### src/rtl/uart_transmitter.sv
// UART transmit path: 16-entry holding FIFO feeding a start/data/parity/stop serializer.
// Bits are paced by the shared 16x baud enable tick. Break forces the line low using live LCR.
module uart_transmitter #(
  parameter int unsigned FIFO_DEPTH     = 16,
  parameter int unsigned FIFO_POINTER_W = 4,
  parameter int unsigned FIFO_COUNTER_W = 5
) (
  input  logic                      clk,
  input  logic                      nreset,
  input  logic                      enable,
  input  logic [7:0]                lcr,
  input  logic [7:0]                data_in,
  input  logic                      push,
  input  logic                      fifo_reset,
  output logic                      stx_o,
  output logic [FIFO_COUNTER_W-1:0] count,
  output logic                      thre,
  output logic                      temt
);
  localparam int unsigned TICK_W = 4;
  localparam int unsigned BIT_W  = 3;
  localparam logic [FIFO_POINTER_W-1:0] PTR_LAST = FIFO_POINTER_W'(FIFO_DEPTH - 1);
  localparam logic [FIFO_COUNTER_W-1:0] CNT_FULL = FIFO_COUNTER_W'(FIFO_DEPTH);

  typedef enum logic [2:0] {
    S_IDLE   = 3'd0,
    S_START  = 3'd1,
    S_DATA   = 3'd2,
    S_PARITY = 3'd3,
    S_STOP   = 3'd4
  } state_t;

  logic [7:0]                r_mem [FIFO_DEPTH];
  logic [FIFO_POINTER_W-1:0] r_wr_ptr, r_rd_ptr;
  logic [FIFO_COUNTER_W-1:0] r_count;

  state_t            r_state, w_state_nxt;
  logic [TICK_W-1:0] r_tick, w_tick_nxt;
  logic [BIT_W-1:0]  r_bit_cnt, w_bit_cnt_nxt;
  logic [7:0]        r_shift, w_shift_nxt;
  logic [5:0]        r_cfg, w_cfg_nxt;
  logic              r_par, w_par_nxt;
  logic              r_stx, w_stx_nxt;

  logic             w_pop, w_push_ok;
  logic             w_tick_last, w_par_bit, w_stop_done;
  logic [BIT_W-1:0] w_last_bit;
  logic             w_unused_lcr7;

  function automatic logic [FIFO_POINTER_W-1:0] ptr_inc(input logic [FIFO_POINTER_W-1:0] p);
    return (p == PTR_LAST) ? '0 : p + FIFO_POINTER_W'(1);
  endfunction

  // Frame helpers derived from the configuration latched at pop time.
  assign w_tick_last = (r_tick == '1);
  assign w_last_bit  = BIT_W'(4) + BIT_W'(r_cfg[1:0]);
  assign w_par_bit   = r_cfg[5] ? ~r_cfg[4] : (r_cfg[4] ? r_par : ~r_par);
  assign w_stop_done = !r_cfg[2] ? w_tick_last :
                       ((r_bit_cnt == BIT_W'(1)) &&
                        (r_tick == ((r_cfg[1:0] == 2'b00) ? TICK_W'(7) : TICK_W'(15))));

  // A full FIFO still accepts a write when the serializer pops in the same cycle.
  assign w_push_ok = nreset && push && !fifo_reset && ((r_count < CNT_FULL) || w_pop);

  always_comb begin
    w_state_nxt   = r_state;
    w_tick_nxt    = r_tick;
    w_bit_cnt_nxt = r_bit_cnt;
    w_shift_nxt   = r_shift;
    w_cfg_nxt     = r_cfg;
    w_par_nxt     = r_par;
    w_stx_nxt     = r_stx;
    w_pop         = 1'b0;
    if (enable) begin
      w_tick_nxt = r_tick + TICK_W'(1);
      unique case (r_state)
        S_IDLE: begin
          w_tick_nxt = '0;
          w_stx_nxt  = 1'b1;
          if (r_count != '0) begin
            w_pop       = 1'b1;
            w_shift_nxt = r_mem[r_rd_ptr];
            w_cfg_nxt   = lcr[5:0];
            w_par_nxt   = 1'b0;
            w_stx_nxt   = 1'b0;
            w_state_nxt = S_START;
          end
        end
        S_START: begin
          if (w_tick_last) begin
            w_state_nxt   = S_DATA;
            w_bit_cnt_nxt = '0;
            w_stx_nxt     = r_shift[0];
            w_par_nxt     = r_par ^ r_shift[0];
            w_shift_nxt   = {1'b0, r_shift[7:1]};
          end
        end
        S_DATA: begin
          if (w_tick_last) begin
            if (r_bit_cnt == w_last_bit) begin
              w_bit_cnt_nxt = '0;
              if (r_cfg[3]) begin
                w_state_nxt = S_PARITY;
                w_stx_nxt   = w_par_bit;
              end else begin
                w_state_nxt = S_STOP;
                w_stx_nxt   = 1'b1;
              end
            end else begin
              w_bit_cnt_nxt = r_bit_cnt + BIT_W'(1);
              w_stx_nxt     = r_shift[0];
              w_par_nxt     = r_par ^ r_shift[0];
              w_shift_nxt   = {1'b0, r_shift[7:1]};
            end
          end
        end
        S_PARITY: begin
          if (w_tick_last) begin
            w_state_nxt   = S_STOP;
            w_bit_cnt_nxt = '0;
            w_stx_nxt     = 1'b1;
          end
        end
        S_STOP: begin
          // bit counter counts whole 16-tick stop periods for the 1.5/2 stop cases
          if (w_stop_done) begin
            w_state_nxt   = S_IDLE;
            w_bit_cnt_nxt = '0;
            w_stx_nxt     = 1'b1;
          end else if (w_tick_last) begin
            w_bit_cnt_nxt = r_bit_cnt + BIT_W'(1);
          end
        end
        default: w_state_nxt = S_IDLE;
      endcase
    end
  end

  always_ff @(posedge clk) begin
    if (!nreset) begin
      r_state   <= S_IDLE;
      r_tick    <= '0;
      r_bit_cnt <= '0;
      r_shift   <= '0;
      r_cfg     <= '0;
      r_par     <= 1'b0;
      r_stx     <= 1'b1;
    end else begin
      r_state   <= w_state_nxt;
      r_tick    <= w_tick_nxt;
      r_bit_cnt <= w_bit_cnt_nxt;
      r_shift   <= w_shift_nxt;
      r_cfg     <= w_cfg_nxt;
      r_par     <= w_par_nxt;
      r_stx     <= w_stx_nxt;
    end
  end

  always_ff @(posedge clk) begin
    if (w_push_ok) r_mem[r_wr_ptr] <= data_in;
  end

  // fifo_reset clears occupancy only; a frame already in the shifter keeps going.
  always_ff @(posedge clk) begin
    if (!nreset || fifo_reset) begin
      r_wr_ptr <= '0;
      r_rd_ptr <= '0;
      r_count  <= '0;
    end else begin
      if (w_push_ok) r_wr_ptr <= ptr_inc(r_wr_ptr);
      if (w_pop)     r_rd_ptr <= ptr_inc(r_rd_ptr);
      if (w_push_ok && !w_pop)      r_count <= r_count + FIFO_COUNTER_W'(1);
      else if (!w_push_ok && w_pop) r_count <= r_count - FIFO_COUNTER_W'(1);
    end
  end

  assign stx_o         = r_stx & ~lcr[6];
  assign count         = r_count;
  assign thre          = (r_count == '0);
  assign temt          = thre && (r_state == S_IDLE);
  assign w_unused_lcr7 = lcr[7];

endmodule

### config.mk
export PLATFORM = sky130hd
export DESIGN_NAME = uart_transmitter
export DESIGN_NICKNAME = d
export VERILOG_FILES = /design/src/rtl/uart_transmitter.sv
export SDC_FILE = /design/constraint.sdc
export NUM_CORES = 1
export LEC_CHECK = 0
export BUFFER_PORTS_ARGS = -buffer_cell sky130_fd_sc_hd__buf_2
export CELL_PAD_IN_SITES_DETAIL_PLACEMENT = 1
export CELL_PAD_IN_SITES_GLOBAL_PLACEMENT = 2
export CORE_MARGIN = 5
export CORE_UTILIZATION = 40
export DETAILED_ROUTE_END_ITERATION = 8
export MAX_ROUTING_LAYER = met4
export PLACE_DENSITY = 0.79
export SKIP_CTS_REPAIR_TIMING = 1
export SLEW_MARGIN = 20
export SYNTH_ARGS = -nofsm -noshare
export SYNTH_HDL_FRONTEND = slang
export SYNTH_SLANG_ARGS = --single-unit
### constraint.sdc
create_clock -name clk -period 3.12 [get_ports clk]
set_input_delay 0.468 -clock clk [delete_from_list [all_inputs] [get_ports clk]]
set_output_delay 0.468 -clock clk [all_outputs]
set_load 0.1 [all_outputs]
==> metrics.cfg, run 1 <==
[final_layout]
area_delta_synth_final_pct=15.8
layout.area.seq_um2=4720
final_area_um2=8300
fillCellCount=1773
antenna_cells=0
nNetsFinal=562
multiInputGateArea_um2=2360
drive_above_1_share=0.226

[sta]
fin_crit_sh=0.916
setup_slack_ns=0.263
worstMarginPinSlew_ns=0.960
maxSlewHeadroom=0.359
drv_slew=0
setup_violations=0
fin_tns_setup_ns=0
hold_viol_final=0
finClkSkew_ns=0.00985
rsz0062_at_grt=false
finalCriticalPeriod_ns=2.86
max_freq_mhz=350

[cts]
clockRootBuffer=clkbuf_16
cts.path.max_buffers=2
clk_latency_ns=0.44
cts_tree=yes
clk_pin_slew_ns=0.08
cts_buffers=17
clock_sinks=171
htree_levels=4

[grt]
antenna_found_initial=0
grt_max_degree=33
grt_pass1_vias=4505
grt_pass1_wl_mm=25.5
grt_remaining_overflow=0
grt.total_usage=0.171

[power]
p_seq_frac=0.471
pwr-share-clk=0.407
p_leak_nw=2.76
p_comb_frac=0.122
ir_drop_mv=0.536
switchingPower_mw=1.49
swShare=0.278
internal_power_mw=3.87
power_per_cell_area_nw_per_um2=647
power_mw=5.37

[routing]
drc=0
postRouteWirelength_mm=16.1
first_pass_iters=5
wl_per_cell_um=20.9
drt-initial-drc-count=190
viasPerCell=5.42
antenna_left=0
num_vias=4170

[worst_hold_path]
hp-class=in -> reg
hp-start=lcr[0]

[run_status]
status=completed

[synth]
synth-seq-cells=171
synth.area.top_cells=edfxtp_1 54%, dfxtp_1 12%, mux4_2 10%
netlist_top_cells_count=128 x edfxtp_1, 46 x nor2_1, 43 x dfxtp_1
synth_cell_types=49
synth.largest_area_cell=edfxtp_1
synth_area_per_cell_um2=14.6
synth_top_area_frac=0.536
synth_most_common_cell=edfxtp_1
yosysWarnings=0
synth_fp_nets=524
synth_flop_cell=edfxtp_1
syn_inst=490
synth_edf_count=128
synth.cell_area_um2=7170
async_flop_share=0
yosysSeqAreaShare=0.656

[critical_path]
critPathLaunch=count[3]
setup.worst_path.start_class=register
required_ns=3.44
end_kind=register
critPathSlowestCell=or4_4
critPathMaxFanout=5
timing.rr.start=count[3]
cp.arrival_ns=3.18
slowest_delay_ns=0.57
path_class=reg -> reg
path_cells=or4_4 > nor2_4 > nor2_1 > inv_1 > ha_4 > inv_2 > ha_4 > nor2b_1 > o21a_1 > or3_1 > a21oi_2 > xnor2_1 > nor2_1

[job]
cap_violations=0

[floorplan]
core_region_area_um2=17800
num_rows=49
io_pins=29
die_w_um=144
chipHeight_um=144
start_util=0.403
dieArea_um2=20700

[place]
pre_cts_slack_ns=0.147
dp_hpwl_mm=10.6
portBuffers=27
gp_congestion=0.813
placed_area_um2=7670

-- final timing paths --
kind	depth (start not counted)	end	slack (ns)
max	13	count[4]	0.26
min	3	r_cfg[0]	0.27
max reg2reg	13	count[4]	0.26
min reg2reg	2	r_cfg[3]	0.46
-- power by group through the flow --
stage	Combinational, mW	Clock (mW)	Sequential (mW)
floorplan	0.430	0	2.62
global placement	0.634	0	2.58
detailed placement	0.654	0	2.58
CTS	0.661	2.23	2.53
global route	0.714	2.36	2.54
finish	0.655	2.18	2.53
-- worst max-delay path, delay by kind of cell (launching register included) --
family	cells	cell delay [ns]
AND/OR/NAND/NOR	6	1.35
adder cells (fa/ha/maj)	2	0.40
flip-flops	1	0.35
AO/OA/AOI/OAI	2	0.32
buffers and inverters	2	0.19
XOR/XNOR	1	0.12
-- layer usage --
metal	vias to the layer above	track usage	wire length [um]	part of all wire
met5	-	-	0	0
met4	0	0.0491	114	0.0071
met3	9	0.0363	769	0.048
met2	80	0.291	8380	0.52
met1	2139	0.207	6840	0.42
li1	1942	-	-	-
-- sequential cells by signal, summed over array words and instances (netlist names), named ones only --
register / flops
r_rd_ptr: 4
r_cfg: 6
r_bit_cnt: 3
r_mem: 128
count: 5
r_wr_ptr: 4
r_tick: 4
r_stx: 1
r_state: 3
r_shift: 8
r_par: 1
-- per-stage QoR --
stage	util	instances	hold WS, ns
floorplan	-	490	0.436
global placement	0.432	738	0.446
detailed placement	0.432	738	0.453
CTS	0.467	770	0.255
global route	0.467	770	0.258
finish	0.467	770	0.266
-- area by class of cell --
cell class	instances	area share
inverters	13	0.00588
flip-flops and latches	171	0.569
multi-input cells	283	0.284
repair buffers	42	0.0314
clock buffers	17	0.0513
clock inverters	15	0.0240
well taps	229	0.0345
-- cells in the final DEF (no fill, tap or decap), types with 8 or more instances in the layout --
cell         n
edfxtp_1   128
nor2_1      45
dfxtp_1     38
mux4_2      32
buf_2       27
nand2_1     26
a21oi_1     23
mux2i_1     17
o21ai_0     17
clkbuf_16   17
nor3_1      14
buf_4       14
inv_1       12
and2_1      11
ha_1        10
xor2_1       8
-- kinds of logic (layout without fill, tap and decap cells) --
group | after synthesis | in the layout | share of synthesized area
AOI/OAI and AO/OA | 75 | 75 | 0.0698
xor gates and xnor gates | 13 | 13 | 0.0159
adders and majority gates | 13 | 13 | 0.0237
buffers and inverters | 36 | 87 | 0.0201
DFF | 171 | 171 | 0.656
muxes | 50 | 50 | 0.126
and+or+nand+nor | 132 | 132 | 0.0876
Note: power is estimated with default switching activity, not from simulation.
==> run 2, diff against run 1 <==
--- a/config.mk
+++ b/config.mk
@@ -11,7 +11,6 @@
 export CORE_MARGIN = 5
 export CORE_UTILIZATION = 40
 export DETAILED_ROUTE_END_ITERATION = 8
-export MAX_ROUTING_LAYER = met4
 export PLACE_DENSITY = 0.79
 export SKIP_CTS_REPAIR_TIMING = 1
 export SLEW_MARGIN = 20
==> metrics.cfg, run 2 (same netlist as run 1, synthesis figures left out) <==
[power]
switchingPower_mw=1.49
swShare=0.277
ir_drop_mv=0.538
p_leak_nw=2.76
p_comb_frac=0.122
p_seq_frac=0.472
power_mw=5.36
power_per_cell_area_nw_per_um2=646
internal_power_mw=3.88
pwr-share-clk=0.406

[sta]
setup_slack_ns=0.262
fin_crit_sh=0.916
finClkSkew_ns=0.0119
maxSlewHeadroom=0.345
worst_hold_slack_ns=0.272
worstMarginPinSlew_ns=0.982
drv_slew=0
finalCriticalPeriod_ns=2.86
setup_violations=0
hold_viol_final=0
rsz0062_at_grt=false
max_freq_mhz=350

[cts]
clk_pin_slew_ns=0.07
clock_sinks=171
clockRootBuffer=clkbuf_16
htree_levels=4
clk_latency_ns=0.43
cts_tree=yes
cts.path.max_buffers=2
cts_buffers=17

[floorplan]
die_w_um=144
start_util=0.403
num_rows=49
core_region_area_um2=17800
io_pins=29
chipHeight_um=144
dieArea_um2=20700

[job]
cap_violations=0

[critical_path]
critPathLaunch=count[3]
setup.reg_to_reg.worst_slack_ns=0.26
end_kind=register
reg2regPathDepth=13
path_class=reg -> reg
reg2reg_to=count[4]
timing.rr.start=count[3]
required_ns=3.44
critPathMaxFanout=5
setup.worst_path.start_class=register
endpoint=count[4]
cp.arrival_ns=3.17

[final_layout]
area_delta_synth_final_pct=15.8
final_common_cell=edfxtp_1
nNetsFinal=562
top_regs=r_mem (128), r_shift (8), r_cfg (6)
fillCellCount=1773
final_util=0.467
largest_reg_flops=128
top_register=r_mem
final_area_um2=8300
antenna_cells=0
drive_above_1_share=0.226
final_cell_mix=128 x edfxtp_1, 45 x nor2_1, 38 x dfxtp_1

[routing]
viasPerCell=5.40
drc=0
wl_per_cell_um=20.9
num_vias=4155
first_pass_iters=4
antenna_left=0
drt-initial-drc-count=228
postRouteWirelength_mm=16.1

[worst_hold_path]
hp-class=in -> reg
hp-start=lcr[0]

[place]
gp_congestion=0.801
dp_hpwl_mm=10.6
portBuffers=27
placed_area_um2=7670
pre_cts_slack_ns=0.147

[run_status]
status=completed

[grt]
grt_pass1_wl_mm=25.5
antenna_found_initial=0
grt.total_usage=0.166
grt_max_degree=33
grt_remaining_overflow=0
grt_pass1_vias=4492

[run 2: cell counts in the layout (fill, tap and decap cells not counted)]
Identical to the previous run, type by type.
[run 2: layout make-up]
| cell class | instances | area [um2] | area share |
|---|---|---|---|
| timing repair buffer | 42 | 260 | 0.0314 |
| clock inverter | 15 | 199 | 0.0240 |
| clock buffer | 17 | 425 | 0.0513 |
| sequential | 171 | 4720 | 0.569 |
| tap | 229 | 287 | 0.0345 |
| multi-input combinational | 283 | 2360 | 0.284 |
| inverter | 13 | 48.8 | 0.00588 |
[run 2: worst max-delay path, stage by stage (launching register included)]
cell and delay, ns:
dfxtp_4 0.35, or4_4 0.57, nor2_4 0.19, nor2_1 0.08, inv_1 0.13, ha_4 0.18, inv_2 0.06, ha_4 0.22
nor2b_1 0.14, o21a_1 0.18, or3_1 0.32, a21oi_2 0.14, xnor2_1 0.12, nor2_1 0.05
[run 2: metal layers]
| layer | share of wire | track usage | up-vias |
|---|---|---|---|
| li1 | - | - | 1944 |
| met1 | 0.42 | 0.206 | 2121 |
| met2 | 0.52 | 0.291 | 84 |
| met3 | 0.055 | 0.0353 | 6 |
| met4 | 0.0048 | 0.0491 | 0 |
| met5 | 0 | 0 | - |
[run 2: power groups by stage]
| stage | sequential, mW | clock [mW] | combinational [mW] |
|---|---|---|---|
| after floorplan | 2.62 | 0 | 0.430 |
| after global placement | 2.58 | 0 | 0.634 |
| after detailed placement | 2.58 | 0 | 0.654 |
| after CTS | 2.53 | 2.23 | 0.661 |
| after global routing | 2.54 | 2.35 | 0.715 |
| final | 2.53 | 2.18 | 0.654 |
[run 2: stage by stage]
step	cells	setup TNS (ns)
finish	770	0
global route	770	0
CTS	770	0
detailed placement	738	0
global placement	738	0
floorplan	490	-0.288
[run 2: worst min-delay path by stage]
stage / to / slack, ns / cells after the start
6_report: r_cfg[0] / 0.27 / 3
5_1_grt: r_cfg[2] / 0.26 / 3
4_1_cts: r_cfg[2] / 0.26 / 3
3_5_place_dp: r_cfg[3] / 0.45 / 2
3_3_place_gp: r_cfg[5] / 0.45 / 2
2_1_floorplan: r_cfg[3] / 0.44 / 2
